**src/rtl/uart_pkg.sv**
```systemverilog
`timescale 1ns/1ps
// uart_pkg: shared types and constants for the buffered UART receiver.
//   rxState_t  - receiver FSM states
//   OVERSAMPLE - oversample ticks per bit
//   TICK_*     - tick numbers (1-based within a bit window) used for sampling
//   calcDiv()  - clocks per oversample tick, rounded to nearest
package uart_pkg;

  typedef enum logic [2:0] {
    IDLE      = 3'd0,
    START     = 3'd1,
    DATA      = 3'd2,
    STOP      = 3'd3,
    WAIT_HIGH = 3'd4
  } rxState_t;

  localparam int unsigned OVERSAMPLE = 16;
  localparam int unsigned TICK_EARLY = 7;
  localparam int unsigned TICK_MID   = 8;
  localparam int unsigned TICK_LATE  = 9;

  // round(clkFreq / (baud * OVERSAMPLE))
  function automatic int unsigned calcDiv(input int unsigned clkFreq, input int unsigned baud);
    int unsigned den;
    den = baud * OVERSAMPLE;
    return (clkFreq + den / 2) / den;
  endfunction

endpackage

```
**src/rtl/uart_byte_fifo.sv**
```systemverilog
`timescale 1ns/1ps
// uart_byte_fifo: first-word-fall-through byte FIFO.
//   clk, rst_n - clock, async active-low reset
//   push, din  - write request and data (ignored when full unless popping)
//   pop        - read request (ignored when empty)
//   dout       - head byte
//   count      - bytes held; full / empty flags
module uart_byte_fifo #(
  parameter int unsigned DEPTH = 16
) (
  input  logic                   clk,
  input  logic                   rst_n,
  input  logic                   push,
  input  logic                   pop,
  input  logic [7:0]             din,
  output logic [7:0]             dout,
  output logic [$clog2(DEPTH):0] count,
  output logic                   full,
  output logic                   empty
);

  localparam int unsigned PTR_W = $clog2(DEPTH);
  localparam int unsigned CNT_W = PTR_W + 1;

  logic [7:0]       mem [DEPTH];
  logic [PTR_W-1:0] wrPtr;
  logic [PTR_W-1:0] rdPtr;
  logic             doPush;
  logic             doPop;

  assign empty  = (count == '0);
  assign full   = (count == CNT_W'(DEPTH));
  assign doPop  = pop & ~empty;
  // A pop in the same cycle frees the slot, so a full FIFO can still accept.
  assign doPush = push & (~full | doPop);
  assign dout   = mem[rdPtr];

  // Storage, pointers (wrap naturally, DEPTH is a power of two) and count.
  always_ff @(posedge clk or negedge rst_n) begin
    if (!rst_n) begin
      wrPtr <= '0;
      rdPtr <= '0;
      count <= '0;
      for (int unsigned i = 0; i < DEPTH; i++) mem[i] <= '0;
    end else begin
      if (doPush) begin
        mem[wrPtr] <= din;
        wrPtr      <= wrPtr + PTR_W'(1);
      end
      if (doPop) rdPtr <= rdPtr + PTR_W'(1);
      if (doPush && !doPop)      count <= count + CNT_W'(1);
      else if (!doPush && doPop) count <= count - CNT_W'(1);
    end
  end

endmodule

```
**src/rtl/uart_rx_buffered.sv**
```systemverilog
`timescale 1ns/1ps
// uart_rx_buffered: 8N1 UART receiver with 16x oversampling, majority-vote
// bit decisions and a receive FIFO.
//   clk, rst_n  - clock, async active-low reset
//   RxD         - serial line (async, idles high, LSB first)
//   rd_en       - pop head byte
//   rd_data     - head byte (first-word-fall-through), rd_valid - FIFO not empty
//   fifo_count  - bytes held
//   framing_err - pulse: stop bit sampled low
//   overrun_err - pulse: byte completed with FIFO full and no pop
//   RxD_idle    - FSM idle and line high
module uart_rx_buffered
  import uart_pkg::*;
#(
  parameter int unsigned CLK_FREQ   = 100_000_000,
  parameter int unsigned BAUD       = 115200,
  parameter int unsigned FIFO_DEPTH = 16
) (
  input  logic                        clk,
  input  logic                        rst_n,
  input  logic                        RxD,
  input  logic                        rd_en,
  output logic [7:0]                  rd_data,
  output logic                        rd_valid,
  output logic [$clog2(FIFO_DEPTH):0] fifo_count,
  output logic                        framing_err,
  output logic                        overrun_err,
  output logic                        RxD_idle
);

  localparam int unsigned DIV    = calcDiv(CLK_FREQ, BAUD);
  localparam int unsigned DIV_W  = (DIV > 1) ? $clog2(DIV) : 1;
  localparam int unsigned TICK_W = $clog2(OVERSAMPLE);

  logic [1:0]        rxSync;
  logic              rxS;
  logic              rxPrev;
  logic [DIV_W-1:0]  divCnt;
  logic              tick;
  logic [TICK_W-1:0] tickCnt;
  logic [2:0]        bitIdx;
  logic [7:0]        shiftReg;
  logic [1:0]        smpl;
  logic              armed;
  logic              hitEarly;
  logic              hitMid;
  logic              hitLate;
  logic              bitDone;
  logic              rxBit;
  rxState_t          state;
  rxState_t          stateNext;
  logic              startC;
  logic              pushC;
  logic              framingC;
  logic              fifoFull;
  logic              fifoEmpty;

  assign rxS  = rxSync[1];
  assign tick = (divCnt == DIV_W'(DIV - 1));

  // tickCnt holds ticks already elapsed in the window, so "tick n" fires when it reads n-1.
  assign hitEarly = tick && (tickCnt == TICK_W'(TICK_EARLY - 1));
  assign hitMid   = tick && (tickCnt == TICK_W'(TICK_MID - 1));
  assign hitLate  = tick && (tickCnt == TICK_W'(TICK_LATE - 1));
  // armed blocks the start window's leftover tick 9 right after entering DATA.
  assign bitDone  = hitLate && armed;
  assign rxBit    = (smpl[0] & smpl[1]) | (smpl[0] & rxS) | (smpl[1] & rxS);

  // Line synchronizer and edge-detect history; idle-high reset.
  always_ff @(posedge clk or negedge rst_n) begin
    if (!rst_n) begin
      rxSync <= 2'b11;
      rxPrev <= 1'b1;
    end else begin
      rxSync <= {rxSync[0], RxD};
      rxPrev <= rxS;
    end
  end

  // FSM state register.
  always_ff @(posedge clk or negedge rst_n) begin
    if (!rst_n) state <= IDLE;
    else        state <= stateNext;
  end

  // FSM next-state and push/error strobes.
  always_comb begin
    stateNext = state;
    startC    = 1'b0;
    pushC     = 1'b0;
    framingC  = 1'b0;
    case (state)
      IDLE: begin
        if (rxPrev && !rxS) begin
          stateNext = START;
          startC    = 1'b1;
        end
      end
      START: begin
        if (hitMid) stateNext = rxS ? IDLE : DATA;
      end
      DATA: begin
        if (bitDone && (bitIdx == 3'd7)) stateNext = STOP;
      end
      STOP: begin
        if (hitMid) begin
          if (rxS) begin
            pushC     = 1'b1;
            stateNext = IDLE;
          end else begin
            framingC  = 1'b1;
            stateNext = WAIT_HIGH;
          end
        end
      end
      WAIT_HIGH: begin
        if (rxS) stateNext = IDLE;
      end
      default: stateNext = IDLE;
    endcase
  end

  // Oversample timing, bit sampling and shift register.
  always_ff @(posedge clk or negedge rst_n) begin
    if (!rst_n) begin
      divCnt   <= '0;
      tickCnt  <= '0;
      bitIdx   <= '0;
      shiftReg <= '0;
      smpl     <= '0;
      armed    <= 1'b0;
    end else begin
      if (startC) begin
        divCnt  <= '0;
        tickCnt <= '0;
      end else begin
        divCnt <= tick ? '0 : divCnt + DIV_W'(1);
        if (tick) tickCnt <= tickCnt + TICK_W'(1);
      end
      if ((state == START) && hitMid) begin
        bitIdx <= '0;
        armed  <= 1'b0;
      end
      if (state == DATA) begin
        if (hitEarly) begin
          smpl[0] <= rxS;
          armed   <= 1'b1;
        end
        if (hitMid) smpl[1] <= rxS;
        if (bitDone) begin
          shiftReg <= {rxBit, shiftReg[7:1]};
          bitIdx   <= bitIdx + 3'd1;
          armed    <= 1'b0;
        end
      end
    end
  end

  // Registered status outputs; RxD_idle looks ahead to next cycle's state/line.
  always_ff @(posedge clk or negedge rst_n) begin
    if (!rst_n) begin
      framing_err <= 1'b0;
      overrun_err <= 1'b0;
      RxD_idle    <= 1'b1;
    end else begin
      framing_err <= framingC;
      overrun_err <= pushC & fifoFull & ~rd_en;
      RxD_idle    <= (stateNext == IDLE) & rxSync[0];
    end
  end

  uart_byte_fifo #(
    .DEPTH(FIFO_DEPTH)
  ) uFifo (
    .clk  (clk),
    .rst_n(rst_n),
    .push (pushC),
    .pop  (rd_en),
    .din  (shiftReg),
    .dout (rd_data),
    .count(fifo_count),
    .full (fifoFull),
    .empty(fifoEmpty)
  );

  assign rd_valid = ~fifoEmpty;

endmodule

```
**config.mk**
```make
export PLATFORM = sky130hd
export DESIGN_NAME = uart_rx_buffered
export DESIGN_NICKNAME = d
export VERILOG_FILES = /design/src/rtl/uart_pkg.sv /design/src/rtl/uart_byte_fifo.sv /design/src/rtl/uart_rx_buffered.sv
export SDC_FILE = /design/constraint.sdc
export NUM_CORES = 1
export LEC_CHECK = 0
export CAP_MARGIN = 15
export CORE_ASPECT_RATIO = 1.25
export CORE_UTILIZATION = 40
export CTS_CLUSTER_DIAMETER = 30
export DETAILED_ROUTE_END_ITERATION = 6
export PLACE_DENSITY_LB_ADDON = 0.05
export SLEW_MARGIN = 20
export SYNTH_ARGS = -nofsm -noshare
export SYNTH_HDL_FRONTEND = slang
export SYNTH_SLANG_ARGS = --single-unit
```
**constraint.sdc**
```tcl
create_clock -name clk -period 3.5 [get_ports clk]
set_input_delay 0.35 -clock clk [delete_from_list [all_inputs] [get_ports clk]]
set_output_delay 0.35 -clock clk [all_outputs]
set_load 0.1 [all_outputs]
```
# Yosys cells after proc, flatten, opt, wreduce, memory -nomap -nowiden
# Cells that the tools add are included.
[word_totals]
register_bits = 174
input_bits = 4
out_inout_bits = 17
[op_classes]
n_addsub = 7
magnitude_cmp = 3
n_eq_ne = 10
n_mux = 35
bitwise_logic = 16
n_reduce_logical = 21
[op_table]
columns = ["cell", "n"]
rows = [
  ["128-bit bitwise mux", 1],
  ["8-bit binary-select mux with 4-bit select", 1],
  ["8-bit demux with 4-bit select", 1],
  ["3-bit 2-to-1 mux", 9],
  ["8-bit 2-to-1 mux", 3],
  ["3-bit case mux with 5 select lines", 1],
  ["4-bit by 1-bit adder with 4-bit output (second input constant)", 3],
  ["1-bit 2-to-1 mux", 12],
  ["6-bit 2-to-1 mux", 2],
  ["5-bit greater-or-equal comparator (second input constant)", 2],
  ["1-bit logical AND", 10],
  ["5-bit 2-to-1 mux", 2],
  ["4-bit NOT with 5-bit output", 2],
  ["1-bit AND", 8],
  ["4-bit by 3-bit == test with 1-bit output (second input constant)", 2],
  ["4-bit 2-to-1 mux", 2],
  ["6-bit by 1-bit adder with 6-bit output (second input constant)", 1],
  ["3-bit by 2-bit == test with 1-bit output (second input constant)", 2],
  ["3-bit == test (second input constant)", 2],
  ["6-bit == test (second input constant)", 1],
  ["3-bit logical NOT", 2],
  ["2-bit AND reduction", 3],
  ["5-bit by 1-bit adder with 5-bit output (second input constant)", 1],
  ["5-bit == test (second input constant)", 1],
  ["11 further kinds", 18],
]

# Longest topological paths before layout
[depth]
ltp_word = 9
ltp_mapped = 14

# Cells and area by module
# A second synthesis with hierarchy kept.
[hier_totals]
cells_unflattened = 561
area_unflattened_um2 = 8060.2
[modules_own_cells]
columns = ["module", "instances", "cells_each", "area_each_um2", "seq_area_each_um2"]
rows = [
  ["uart_byte_fifo", 1, 433, 6538.8, 3528.4],
  ["uart_rx_buffered", 1, 128, 1521.5, 830.8],
]

# Worst setup path after synthesis
# No wires, ideal clock.
[synth_path]
path_kind = "flip-flop to flip-flop"
startpoint = "reg uFifo.count[0]"
endpoint = "reg uFifo.count[4]"
setup_time_ps = 159
arrival_time_ps = 3364
required_ps = 3341
slack_ps = -23
path_stages_with_launch = 13
path_buffers = 2
period_less_slack_ps = 3523
path_cell_list = "dfrtp_1 or4_1 nor3b_2 buf_6 buf_6 nor3b_2 ha_1 inv_1 ha_1 a21o_1 a21oi_1 mux2i_1 xnor2_1"
[synth_via]
elab_chain_cells = 8
word_cells_on_any_way = 16
classes_between = "add/sub (2); eq/ne (1); mux (2); bitwise (5); reduce/logical (6)"
[synth_rtl]
columns = ["element", "line", "source"]
rows = [
  ["start: declaration", "uart_byte_fifo.sv:17", "output logic [$clog2(DEPTH):0] count,"],
  ["start signal: assignment", "uart_byte_fifo.sv:51", "if (doPush && !doPop) count <= count + CNT_W'(1);"],
  ["start signal: assignment", "uart_byte_fifo.sv:52", "else if (!doPush && doPop) count <= count - CNT_W'(1);"],
  ["5-bit logical NOT", "uart_byte_fifo.sv:31", "assign empty = (count == '0);"],
  ["1-bit NOT", "uart_byte_fifo.sv:33", "assign doPop = pop & ~empty;"],
  ["1-bit AND", "uart_byte_fifo.sv:33", ""],
  ["1-bit bitwise OR *", "uart_byte_fifo.sv:35", "assign doPush = push & (~full | doPop);"],
  ["1-bit AND *", "uart_byte_fifo.sv:35", ""],
  ["net uFifo.doPush", "uart_byte_fifo.sv:28", "logic doPush;"],
  ["1-bit logical NOT", "uart_byte_fifo.sv:52", ""],
  ["1-bit logical AND", "uart_byte_fifo.sv:52", ""],
  ["2-bit nonzero test (no line)", "--", ""],
]
# The timed path passes the listed nets; every way through them passes the cells marked *. The select of a mux whose other input is x is not followed.
# A chain may end at the register's enable or synchronous reset.

# Final worst setup path
[layout_path]
startpoint = "reg tickCnt[1]"
endpoint = "reg uFifo.count[4]"
[layout_via]
elab_chain_cells = 8
word_cells_on_any_way = 10
classes_between = "eq/ne (1); mux (3); bitwise (1); reduce/logical (5)"
[layout_rtl]
columns = ["element", "line", "source"]
rows = [
  ["start: declaration", "uart_rx_buffered.sv:40", "logic [TICK_W-1:0] tickCnt;"],
  ["start signal: assignment", "uart_rx_buffered.sv:138", "if (tick) tickCnt <= tickCnt + TICK_W'(1);"],
  ["4-bit by 3-bit == test with 1-bit output *", "uart_rx_buffered.sv:63", "assign hitMid = tick && (tickCnt == TICK_W'(TICK_MID - 1));"],
  ["1-bit logical AND *", "uart_rx_buffered.sv:63", ""],
  ["1-bit 2-to-1 mux *", "uart_rx_buffered.sv:106", "if (hitMid) begin"],
  ["1-bit 2-to-1 mux *", "uart_rx_buffered.sv:92", "case (state)"],
  ["1-bit AND *", "uart_byte_fifo.sv:35", ""],
  ["net uFifo.doPush", "uart_byte_fifo.sv:28", ""],
  ["1-bit logical NOT", "uart_byte_fifo.sv:52", ""],
  ["1-bit logical AND", "uart_byte_fifo.sv:52", ""],
  ["2-bit nonzero test (no line)", "--", ""],
]
# The timed path passes the listed nets; every way through them passes the cells marked *.

==> flow_summary.yaml <==
outcome:
  status: "finished, violations left"
  violations: "negative hold slack"
floorplanning:
  dieArea_um2: 21100
  core_area_um2: 20100
  die_h_um: 162
  start_util_pct: 40.9
  die_x_um: 130
  rows: 58
  io_pins: 21
setup_path:
  crit_arrival_ns: 3.30
  startpoint_type: "flip-flop"
  r2r-start: "tickCnt[1]$_DFFE_PN0P_"
  worst_setup_path_end_kind: "flip-flop"
  cp_max_fo: 5
  critPathLaunch: "tickCnt[1]$_DFFE_PN0P_"
  critPathKind: "flip-flop to flip-flop"
  cp_data_required_time_ns: 3.86
placed_design:
  dp_cells: 816
  postPlaceCellArea_um2: 8690
  portBuffers: 20
  dp_slack_ns: 0.542
  place.gp.congestion: 0.770
  dp_hpwl_mm: 11.5
global_route:
  antenna_found_initial: 0
  grt_pass1_wl_mm: 29.3
  grt_max_degree: 96
  grt_usage_pct: 19.2
  grt-ovfl-total: 0
  grt_pass1_vias: 4923
synth:
  yosys_warnings: 0
  synth_top_flop_cell: "dfrtp_1"
  synth_async_sr_flop_share_pct: 100
  yosys.area.top_type_share_pct: 51.8
  synth_cell_types: 47
  synthTopCellsByArea: "dfrtp_1 (52%), mux2_2 (18%), mux4_2 (11%), nor4_4 (3.1%), ha_1 (2.4%)"
  syn_nets: 569
  ys_ff_latch: 174
  yosys.area.top_type: "dfrtp_1"
  synth_edf_count: 0
  seq_area_frac_synth_pct: 53.0
  syn_area_um2: 8220
  synth.avg_cell_area_um2: 15.0
  netlist_instances: 548
sta:
  slew_headroom_pct: 34.1
  worst_pin_slew_ns: 0.981
  rsz0062_at_grt: "no"
  fin_setup_tns_ns: 0
  finalHoldViolCount: 3
  holdWs_ns: -0.0156
  finalCriticalPeriod_ns: 2.94
  fin_skew_ns: 0.00963
  final_max_slew_viol_count: 0
  setup_viol: 0
  timing.final.ws_setup_ns: 0.558
  fmax_mhz: 340
  min_period_over_period_pct: 84.1
detailed_routing:
  ant_nets: 0
  vias_per_cell: 5.41
  dr.pass1.iters: 4
  vias: 4591
  drc: 0
  drtIter0Drc: 245
  wirelength_mm: 18.1
  wire_per_inst_um: 21.4
power:
  peakVddDrop_uv: 339
  power_mw: 4.26
  powerDensity_nw_per_um2: 459
  leakage_nw: 4.26
final_layout:
  final_util_pct: 46.2
  fillers: 1812
  syn2layout_area_growth_pct: 13.1
  diodes: 0
  fin_nets: 586
  multi_input_area_um2: 3680
  final_cell_count_no_fill: 848
  drive_gt1_share_pct: 43.3
  fin_area_um2: 9290
  regArea_um2: 4360
clock_network:
  clkTransAtPathRegs_ns: 0.07
  cts.sinks: 174
  root_buffer: "clkbuf_16"
  cts_setup_buffers: 0
  numCtsBuffers: 17
  htreeDepth: 4
  cts_resized: 0
  clockBufferDepth: 2
  hold_buffers: 0
  cts_tree: "done"
  clock_latency_ns: 0.43
hold_path:
  hold_path_class: "primary input to asynchronous set/reset pin"
job:
  max_cap_viol_count: 0
==> worst paths after layout <==
check | endpoint | slack (ns) | cells after the start
worst max-delay path | uFifo.count[4]$_DFFE_PN0P_ | 0.56 | 11
worst min register to register | rxSync[1]$_DFF_PN1_ | 0.36 | 0
max in group asynchronous | rxPrev$_DFF_PN1_ | 2.59 | 2
min in group clk | rxSync[0]$_DFF_PN1_ | 0.33 | 1
worst max register to register | uFifo.count[4]$_DFFE_PN0P_ | 0.56 | 11
worst min-delay path | uFifo.mem[16]$_DFFE_PN0P_ | -0.02 | 1
==> state kept, by name, summed over array words and instances (netlist names) <==
| register | cells |
|---|---|
| uFifo.mem | 128 |
| divCnt | 6 |
| rxSync | 2 |
| smpl | 2 |
| bitIdx | 3 |
| RxD_idle | 1 |
| uFifo.rdPtr | 4 |
| rxPrev | 1 |
| shiftReg | 8 |
| state | 3 |
| uFifo.count | 5 |
| armed | 1 |
| tickCnt | 4 |
| uFifo.wrPtr | 4 |
| framing_err | 1 |
| overrun_err | 1 |
==> where the power goes <==
| part | internal (mW) | switching (mW) |
|---|---|---|
| logic | 0.0701 | 0.123 |
| clock network | 1.15 | 0.825 |
| registers | 2.06 | 0.0421 |
| total | 3.27 | 0.990 |
==> cells by family after synthesis <==
group / share of synthesized area [%]
AND/OR/NAND/NOR: 9.33
multiplexers: 29.4
AO/OA/AOI/OAI: 1.32
buffers and inverters: 2.25
XOR/XNOR: 1.81
adder cells (fa/ha/maj): 2.80
flip-flops: 53.0
==> synthesized netlist by cell type (4+ instances only) <==
| master | count |
|---|---|
| mux4_2 | 40 |
| nand4_1 | 5 |
| inv_1 | 7 |
| nand2_1 | 40 |
| a21o_1 | 4 |
| xnor2_1 | 10 |
| buf_6 | 4 |
| nor4_4 | 12 |
| xor2_1 | 7 |
| dfstp_2 | 4 |
| dfrtp_1 | 170 |
| nand3_1 | 6 |
| clkbuf_1 | 19 |
| nor2_1 | 17 |
| buf_2 | 7 |
| mux2_2 | 132 |
| ha_1 | 16 |
| a21oi_1 | 4 |
==> placed cells by master (no fill, tap or decap), drive strengths merged, types with 3 or more instances in the layout <==
cell           count
a21oi              4
nand2             40
clkdlybuf4s50     10
xor2               7
nand3b             3
nand2b             3
nand3              6
inv               10
a21o               4
nor3b              3
bufinv             3
nor4              13
nand4              6
buf               20
or4b               4
nor2              17
dfrtp            170
clkinv             4
ha                16
mux4              40
xnor2             10
clkbuf            19
clkinvlp           3
nor3               3
dfstp              4
mux2             134
==> layout make-up <==
cell class,instances,share of cell area [%]
flip-flops and latches,174,47.0
multi-input cells,335,39.6
clock buffers,19,4.77
well taps,270,3.64
repair buffers,30,3.00
clock inverters,13,1.75
inverters,7,0.283
==> layer usage <==
| layer | vias up | routed length [µm] | GRT usage [%] |
|---|---|---|---|
| met2 | 57 | 8920 | 30.4 |
| li1 | 2032 | - | - |
| met5 | - | 0 | 0 |
| met4 | 0 | 297 | 6.50 |
| met1 | 2480 | 8450 | 26.4 |
| met3 | 22 | 462 | 3.52 |
==> worst max-delay path, cell delays in order (launching register included) <==
cell and delay, ns:
dfrtp_1 0.42, ha_1 0.20, and3b_2 0.26, nand4_2 0.17, nor3b_2 0.34, ha_1 0.23, inv_1 0.11, fa_1 0.42
a21o_1 0.17, a21oi_1 0.17, mux2i_1 0.25, xnor2_1 0.13
Power figures use the tool's default switching activity.
